--- src/rtl/uart_frame_decoder.sv ---
// uart_frame_decoder
// Parses 0xA5 / LEN / payload / CHK frames arriving as one-cycle byte strobes
// from a UART receiver, buffers the payload and replays it to a consumer over
// a valid/ready stream once the checksum has been confirmed. Framing problems
// (bad length, bad checksum, inter-byte timeout, byte arriving while the
// previous frame is still being replayed) are reported as a one-cycle
// frame_err pulse with the cause held in err_code.
module uart_frame_decoder #(
  parameter int MAX_LEN = 16,
  parameter int TIMEOUT = 8680
) (
  input  logic       clk,
  input  logic       rst,
  input  logic [7:0] rx_data,
  input  logic       rx_valid,
  output logic [7:0] out_data,
  output logic       out_valid,
  input  logic       out_ready,
  output logic       out_last,
  output logic       frame_ok,
  output logic       frame_err,
  output logic [1:0] err_code,
  output logic       busy
);

  localparam int                CNT_W    = $clog2(TIMEOUT + 1);
  localparam int                IDX_W    = (MAX_LEN > 1) ? $clog2(MAX_LEN) : 1;
  localparam logic [CNT_W-1:0]  TMO_LAST = CNT_W'(TIMEOUT - 1);
  localparam logic [7:0]        LEN_MAX  = 8'(MAX_LEN);
  localparam logic [7:0]        SOF      = 8'hA5;
  localparam logic [1:0]        ERR_OVR  = 2'b00;
  localparam logic [1:0]        ERR_LEN  = 2'b01;
  localparam logic [1:0]        ERR_CHK  = 2'b10;
  localparam logic [1:0]        ERR_TMO  = 2'b11;

  typedef enum logic [2:0] {
    IDLE    = 3'd0,
    GET_LEN = 3'd1,
    GET_PAY = 3'd2,
    GET_CHK = 3'd3,
    SEND    = 3'd4
  } state_t;

  state_t           state;
  state_t           state_nxt;
  logic [7:0]       len;
  logic [7:0]       wr_idx;
  logic [7:0]       rd_idx;
  logic [7:0]       sum;
  logic [CNT_W-1:0] tmo_cnt;
  logic [7:0]       buffer [MAX_LEN];
  logic             ok_set;
  logic             err_set;
  logic [1:0]       err_sel;
  logic             tmo_hit;
  logic             len_bad;
  logic             xfer;

  // Checksum accumulation wraps modulo 256 by construction of the 8-bit result.
  function automatic logic [7:0] chk_add(input logic [7:0] acc, input logic [7:0] b);
    return acc + b;
  endfunction

  // A byte in the timeout cycle wins, so the timeout only fires with no strobe.
  assign tmo_hit   = !rx_valid && (tmo_cnt == TMO_LAST);
  assign len_bad   = (rx_data == 8'h00) || (rx_data > LEN_MAX);
  assign out_valid = (state == SEND);
  assign xfer      = out_valid && out_ready;
  assign out_last  = out_valid && (rd_idx == len - 8'd1);
  assign out_data  = out_valid ? buffer[rd_idx[IDX_W-1:0]] : 8'h00;
  assign busy      = (state != IDLE);

  // Next-state and event decode for the frame parser.
  always_comb begin
    state_nxt = state;
    ok_set    = 1'b0;
    err_set   = 1'b0;
    err_sel   = err_code;
    case (state)
      IDLE: begin
        if (rx_valid && rx_data == SOF) state_nxt = GET_LEN;
      end
      GET_LEN: begin
        if (rx_valid) begin
          if (len_bad) begin
            state_nxt = IDLE;
            err_set   = 1'b1;
            err_sel   = ERR_LEN;
          end else begin
            state_nxt = GET_PAY;
          end
        end else if (tmo_hit) begin
          state_nxt = IDLE;
          err_set   = 1'b1;
          err_sel   = ERR_TMO;
        end
      end
      GET_PAY: begin
        if (rx_valid) begin
          if (wr_idx == len - 8'd1) state_nxt = GET_CHK;
        end else if (tmo_hit) begin
          state_nxt = IDLE;
          err_set   = 1'b1;
          err_sel   = ERR_TMO;
        end
      end
      GET_CHK: begin
        if (rx_valid) begin
          if (rx_data == sum) begin
            state_nxt = SEND;
            ok_set    = 1'b1;
          end else begin
            state_nxt = IDLE;
            err_set   = 1'b1;
            err_sel   = ERR_CHK;
          end
        end else if (tmo_hit) begin
          state_nxt = IDLE;
          err_set   = 1'b1;
          err_sel   = ERR_TMO;
        end
      end
      SEND: begin
        if (rx_valid) begin
          err_set = 1'b1;
          err_sel = ERR_OVR;
        end
        if (xfer && out_last) state_nxt = IDLE;
      end
      default: state_nxt = IDLE;
    endcase
  end

  // State register plus the registered status pulses and sticky error cause.
  always_ff @(posedge clk) begin
    if (!rst) begin
      state     <= IDLE;
      frame_ok  <= 1'b0;
      frame_err <= 1'b0;
      err_code  <= ERR_OVR;
    end else begin
      state     <= state_nxt;
      frame_ok  <= ok_set;
      frame_err <= err_set;
      if (err_set) err_code <= err_sel;
    end
  end

  // Length, indices, running checksum and inter-byte timeout counter.
  always_ff @(posedge clk) begin
    if (!rst) begin
      len     <= 8'h00;
      wr_idx  <= 8'h00;
      rd_idx  <= 8'h00;
      sum     <= 8'h00;
      tmo_cnt <= '0;
    end else begin
      if (state == GET_LEN || state == GET_PAY || state == GET_CHK)
        tmo_cnt <= rx_valid ? '0 : tmo_cnt + 1'b1;
      else
        tmo_cnt <= '0;
      case (state)
        IDLE: begin
          wr_idx <= 8'h00;
          rd_idx <= 8'h00;
        end
        GET_LEN: begin
          if (rx_valid) begin
            len    <= rx_data;
            sum    <= rx_data;
            wr_idx <= 8'h00;
          end
        end
        GET_PAY: begin
          if (rx_valid) begin
            sum    <= chk_add(sum, rx_data);
            wr_idx <= wr_idx + 8'd1;
          end
        end
        SEND: begin
          if (xfer) rd_idx <= rd_idx + 8'd1;
        end
        default: ;
      endcase
    end
  end

  // Payload storage; contents are only meaningful between LEN and end of SEND.
  always_ff @(posedge clk) begin
    if (state == GET_PAY && rx_valid) buffer[wr_idx[IDX_W-1:0]] <= rx_data;
  end

endmodule

--- config.mk ---
export PLATFORM = sky130hd
export DESIGN_NAME = uart_frame_decoder
export DESIGN_NICKNAME = d
export VERILOG_FILES = /design/src/rtl/uart_frame_decoder.sv
export SDC_FILE = /design/constraint.sdc
export NUM_CORES = 1
export LEC_CHECK = 0
export BUFFER_PORTS_ARGS = -buffer_cell sky130_fd_sc_hd__buf_2
export CAP_MARGIN = 20
export CORE_UTILIZATION = 50
export DETAILED_ROUTE_END_ITERATION = 16
export PLACE_DENSITY = 0.66
export SETUP_SLACK_MARGIN = 0.1
export SYNTH_ARGS = -nofsm -noshare
export SYNTH_HDL_FRONTEND = slang
export SYNTH_SLANG_ARGS = --single-unit
--- constraint.sdc ---
create_clock -name clk -period 4.45 [get_ports clk]
set_input_delay 0.445 -clock clk [delete_from_list [all_inputs] [get_ports clk]]
set_output_delay 0.445 -clock clk [all_outputs]
set_load 0.02 [all_outputs]
### Word level (Yosys, flattened, before mapping)

Memory sizes are Yosys's and may differ from the RTL's. A register that Yosys moved wholly into a read port is not among the register bits.
Cells that the tools add are included.

| storage, ports and cells | value |
|---|---|
| word-level logic and storage cells | 102 |
| bits of input ports | 12 |
| flip-flop bits (word level) | 53 |
| output and inout bits | 15 |
| memories | 1 |
| RAM bits | 128 |

Memory list:

| memory | depth | width | rd ports | clocked after Yosys merged registers in | wr ports | line | source |
|---|---|---|---|---|---|---|---|
| buffer | 16 | 8 | 1 | 1 | 1 | 51 | `logic [7:0] buffer [MAX_LEN];` |

| cells by class | value |
|---|---|
| $add $sub $neg | 5 |
| bitwise logic cells | 2 |
| muxes and demuxes | 40 |
| order comparisons | 1 |
| reductions and logical operators | 25 |
| equal/unequal tests | 19 |

Operator list:

| kind | count |
|---|---|
| 8-bit 2-to-1 mux | 6 |
| 8-bit one-hot mux with 2 select lines | 2 |
| 8-bit == test | 3 |
| 3-bit 2-to-1 mux | 8 |
| 8-bit one-hot mux with 3 select lines | 1 |
| 8-bit by 1-bit adder with 8-bit output, second input constant | 2 |
| 2-bit 2-to-1 mux | 8 |
| 3-bit one-hot mux with 5 select lines | 1 |
| 14-bit by 1-bit adder with 14-bit output, second input constant | 1 |
| 14-bit == test, second input constant | 1 |
| 3-bit AND reduction | 4 |
| 1-bit 2-to-1 mux | 10 |
| 2-bit inequality test, second input constant | 5 |
| 3-bit inequality test, second input constant | 3 |
| 8-bit adder | 1 |
| 8-bit == test, second input constant | 1 |
| 8-bit by 5-bit greater-than comparator with 1-bit output, second input constant | 1 |
| 8-bit zero test | 1 |
| 4-bit 2-to-1 mux | 2 |
| 2-bit one-hot mux with 4 select lines | 1 |
| 8-bit by 1-bit subtractor with 8-bit output, second input constant | 1 |
| 3-bit by 2-bit == test with 1-bit output, second input constant | 2 |
| 1-bit logical AND | 6 |
| 6-bit AND reduction | 1 |
| other kinds (13) | 20 |

### Longest topological paths before layout

| logic depth | value |
|---|---|
| depth in word-level cells | 6 |
| depth in mapped cells | 9 |
| gate-level depth less buffers | 9 |

### Worst setup path before layout

OpenSTA, ideal clock, no wires.

| timing path | value |
|---|---|
| path kind | register to output |
| start point | register with a tool-made name |
| end point | output out_data[0] |
| data required time | 4005 ps |
| arrival | 2010 ps |
| slack | 1995 ps |
| stages on the path, launching flop included | 6 |
| path buffers | 2 |
| path through | dfxtp_1 -> clkbuf_1 -> buf_2 -> mux4_2 -> mux4_2 -> and2_1 |

RTL lines:

| what | line | source |
|---|---|---|
| end: declaration | 16 | `output logic [7:0] out_data,` |

==> results_dict.tcl <==
set metrics [dict create \
    aggregate_global_route_resource_usage_pct 22.74 \
    horiz_die_dim_um 130.2 \
    dp.final_hpwl_um 11350 \
    worst-setup-path-type "reg2out" \
    synthesis.instances 605 \
    post-place-ws_ps 1609 \
    grt_setup_unrepaired "no" \
    finalCriticalPeriod_ps 3236 \
    cts_buffer_depth 2 \
    ratio_of_routed_vias_to_standard_cells 5.846 \
    worst_r2r_path_depth 5 \
    dieArea_um2 16960 \
    num_io_pins 27 \
    result_of_the_run "complete, no violations" \
    gr-usage-met3_pct 3.608 \
    detail_route.first_pass.iterations 5 \
    first_global_vias 4992 \
    gr-total-overflow 0 \
    synth.distinct_cells 56 \
    place.gp.congestion 0.7870 \
    num_vias 5010 \
    critPathMostFrequentCell "sky130_fd_sc_hd__mux4_2" \
    detail_route.wirelength_um 17670 \
    setup_tns_ps 0 \
    ys_seq_area_share_pct 60.63 \
    post_cts.repair.setup_buffers 0 \
    end_kind "output port" \
    antenna-diode-count 0 \
    critical_hold_path_startpoint "rst" \
    whs_endpoint "state[2]" \
    power-per-cell-area_nw_per_um2 375.2 \
    static-leakage-power_nw 3.039 \
    nets 656 \
    cp.required_ps 4010 \
    layout_setup_ws_ps 1214 \
    slew-limit-headroom_pct 24.12 \
    row_count 46 \
    grt_start_max_net_pins 33 \
    slew_viol_final 0 \
    ys_async_sr_fraction_pct 0 \
    dieHeight_um 130.2 \
    tritoncts "done" \
    hold_viol_final 0 \
    drt-initial-drc-count 430 \
    final_antenna_net_count 0 \
    cts_max_level 4 \
    area_growth_pct 11.51 \
    met2_usage_pct 38.83 \
    layout_worst_path_cycle_share_pct 72.72 \
    globalRoute.busiestLayer "met2" \
    placed_cells_incl_taps 824 \
    worst-endpoint-arrival_ps 2790 \
    floorplan.initialDensity_pct 51.57 \
    synthesis_stage_register_bit_count 185 \
    cp_cell_sequence "buf_4 -> mux4_2 -> mux4_2 -> and2_1 -> buf_2" \
    insertion_delay_ps 430 \
    clkSlewWorstSetupHoldPaths_ps 60 \
    cts_num_sinks 185 \
    synth_area_per_cell_um2 13.59 \
    grt_pass1_wl_um 27500 \
    timing.hold.worst.class "in2reg" \
    drt-wirelength-per-cell_um 20.62 \
    design.core.area_um2 15940 \
    mappedNetlistNets 632 \
    detailed_place.area_um2 8547 \
    worst_path_largest_cell_delay_ps 660 \
    synth_ff_type "sky130_fd_sc_hd__edfxtp_1" \
    maxCapViolations 0 \
    max_freq_mhz 309.0 \
    worstReg2RegStart "state[1]" \
    worst_clock_skew_ps 6.766 \
    critical_path.startpoint_type "flip-flop" \
    tightest_slew_ps 1134 \
    grt_use_met1_pct 29.18 \
    timing.hold.worst_path_depth 2 \
    cts_hold_buffers 0 \
    port_buffers 26 \
    instances_no_fill 857 \
    synth-edff-count 128 \
    drt_drc_violations_left 0 \
    final_instance_area_um2 9168 \
    reg2reg_setup_slack_ps 1770 \
    ctsRootBufferMaster "sky130_fd_sc_hd__clkbuf_16" \
    number_of_antenna_violations_at_the_first_check_in_global_routing 0 \
    fraction_of_final_layout_cells_sized_beyond_drive_strength_1_pct 17.16 \
    setup_viol 0 \
    number_of_clock_buffers_inserted_by_tritoncts 17 \
    netlist_area_um2 8222 \
    cts.repair.resized 0 \
    reg2reg_to "buffer[10][2]" \
    ys_warn_count 0 \
    vdd_ir_drop_max_v 0.0002768 \
    crit_slowest_cell "sky130_fd_sc_hd__dfxtp_2" \
    crit_fanout 14 \
]
## cell usage after synthesis, types with 2 or more instances
cell / count / area [um^2]
sky130_fd_sc_hd__nand2_1: 35 / 131.4
sky130_fd_sc_hd__a211oi_1: 2 / 15.01
sky130_fd_sc_hd__xnor2_1: 23 / 201.4
sky130_fd_sc_hd__edfxtp_1: 128 / 3844
sky130_fd_sc_hd__or3_1: 9 / 56.30
sky130_fd_sc_hd__dfxtp_1: 57 / 1141
sky130_fd_sc_hd__o211ai_1: 3 / 22.52
sky130_fd_sc_hd__nor3_1: 8 / 40.04
sky130_fd_sc_hd__o221ai_1: 2 / 17.52
sky130_fd_sc_hd__nand4b_1: 2 / 17.52
sky130_fd_sc_hd__nand4_1: 10 / 62.56
sky130_fd_sc_hd__nor2_1: 74 / 277.8
sky130_fd_sc_hd__nor4b_1: 2 / 17.52
sky130_fd_sc_hd__a21o_1: 4 / 30.03
sky130_fd_sc_hd__and2_1: 12 / 75.07
sky130_fd_sc_hd__a21oi_1: 18 / 90.09
sky130_fd_sc_hd__buf_2: 7 / 35.03
sky130_fd_sc_hd__a22oi_1: 4 / 30.03
sky130_fd_sc_hd__nor2b_1: 3 / 18.77
sky130_fd_sc_hd__a31oi_1: 2 / 12.51
sky130_fd_sc_hd__and3_1: 7 / 43.79
sky130_fd_sc_hd__o31ai_1: 4 / 30.03
sky130_fd_sc_hd__o21a_1: 3 / 22.52
sky130_fd_sc_hd__nand3b_1: 3 / 22.52
sky130_fd_sc_hd__a311oi_1: 2 / 17.52
sky130_fd_sc_hd__o21ai_0: 12 / 60.06
sky130_fd_sc_hd__clkbuf_1: 20 / 75.07
sky130_fd_sc_hd__nor4_1: 6 / 37.54
sky130_fd_sc_hd__nand2b_1: 4 / 25.02
sky130_fd_sc_hd__mux2i_1: 9 / 90.09
sky130_fd_sc_hd__a32oi_1: 2 / 17.52
sky130_fd_sc_hd__ha_1: 14 / 175.2
sky130_fd_sc_hd__mux4_2: 40 / 900.9
sky130_fd_sc_hd__inv_1: 17 / 63.81
sky130_fd_sc_hd__xnor3_1: 2 / 45.04
sky130_fd_sc_hd__xor2_1: 24 / 210.2
sky130_fd_sc_hd__nand3_1: 12 / 60.06
## sequential cells by signal (all words and copies together), names as in the netlist, named ones only
register / cells
buffer: 128
err_code: 2
frame_err: 1
frame_ok: 1
len: 8
rd_idx: 8
state: 3
sum: 8
tmo_cnt: 14
wr_idx: 8
## routing by layer
| layer | part of all wire [%] | vias up |
|---|---|---|
| li1 | - | 2308 |
| met1 | 44 | 2497 |
| met2 | 50 | 167 |
| met3 | 4.0 | 38 |
| met4 | 2.6 | 0 |
| met5 | 0 | - |
## cell families after synthesis
family	after synthesis	share of synthesized area, %
compound gates	63	4.961
buf+inv	46	2.206
fa+ha+maj	15	2.374
simple gates	197	12.08
xor+xnor	49	5.555
flops	185	60.63
mux	50	12.19
## area by class of cell
cell class	instances	area [um^2]
Fill cell	1296	6775
Timing Repair Buffer	33	190.2
Sequential cell	185	4986
Inverter	18	67.56
Multi-Input combinational cell	374	3055
Clock inverter	13	168.9
Clock buffer	18	429.2
Tap cell	216	270.3
## power breakdown
group | internal (W) | leakage (nW) | switching (W)
clock | 0.000890 | 0.292 | 0.000654
combinational | 0.0000131 | 1.14 | 0.0000466
sequential | 0.00183 | 1.61 | 0.000000244
## critical path: cells and delay by family (launching register included)
family,cells,cell delay (ps)
mux,2,1030
flops,1,660
buf+inv,2,500
simple gates,1,170
## how the worst max path moves through the flow
stage | slack [ps] | endpoint | startpoint | depth (start not counted)
floorplan | 2000 | out_data[0] | flip-flop | 5
global placement | 1670 | out_data[4] | flip-flop | 5
detailed placement | 1610 | out_data[5] | flip-flop | 5
CTS | 1130 | out_data[5] | flip-flop | 5
global route | 1050 | out_data[5] | flip-flop | 5
finish | 1210 | out_data[5] | flip-flop | 5
## layout by cell type (no fill, tap or decap), drive strengths merged, types with 18 or more instances in the layout
cell type	instances
edfxtp	128
nor2	74
dfxtp	57
mux4	40
nand2	35
buf	33
xor2	24
xnor2	23
inv	22
a21oi	18
clkbuf	18
## per-stage QoR
step / hold WS [ps] / utilization [%] / total power [W]
after floorplan: 429.7 / - / 0.001897
after global placement: 441.5 / 53.61 / 0.001931
after detailed placement: 443.8 / 53.61 / 0.001932
after CTS: 335.3 / 57.36 / 0.003455
after global routing: 358.0 / 57.50 / 0.003524
final: 355.2 / 57.50 / 0.003440
Power figures use the tool's default switching activity.
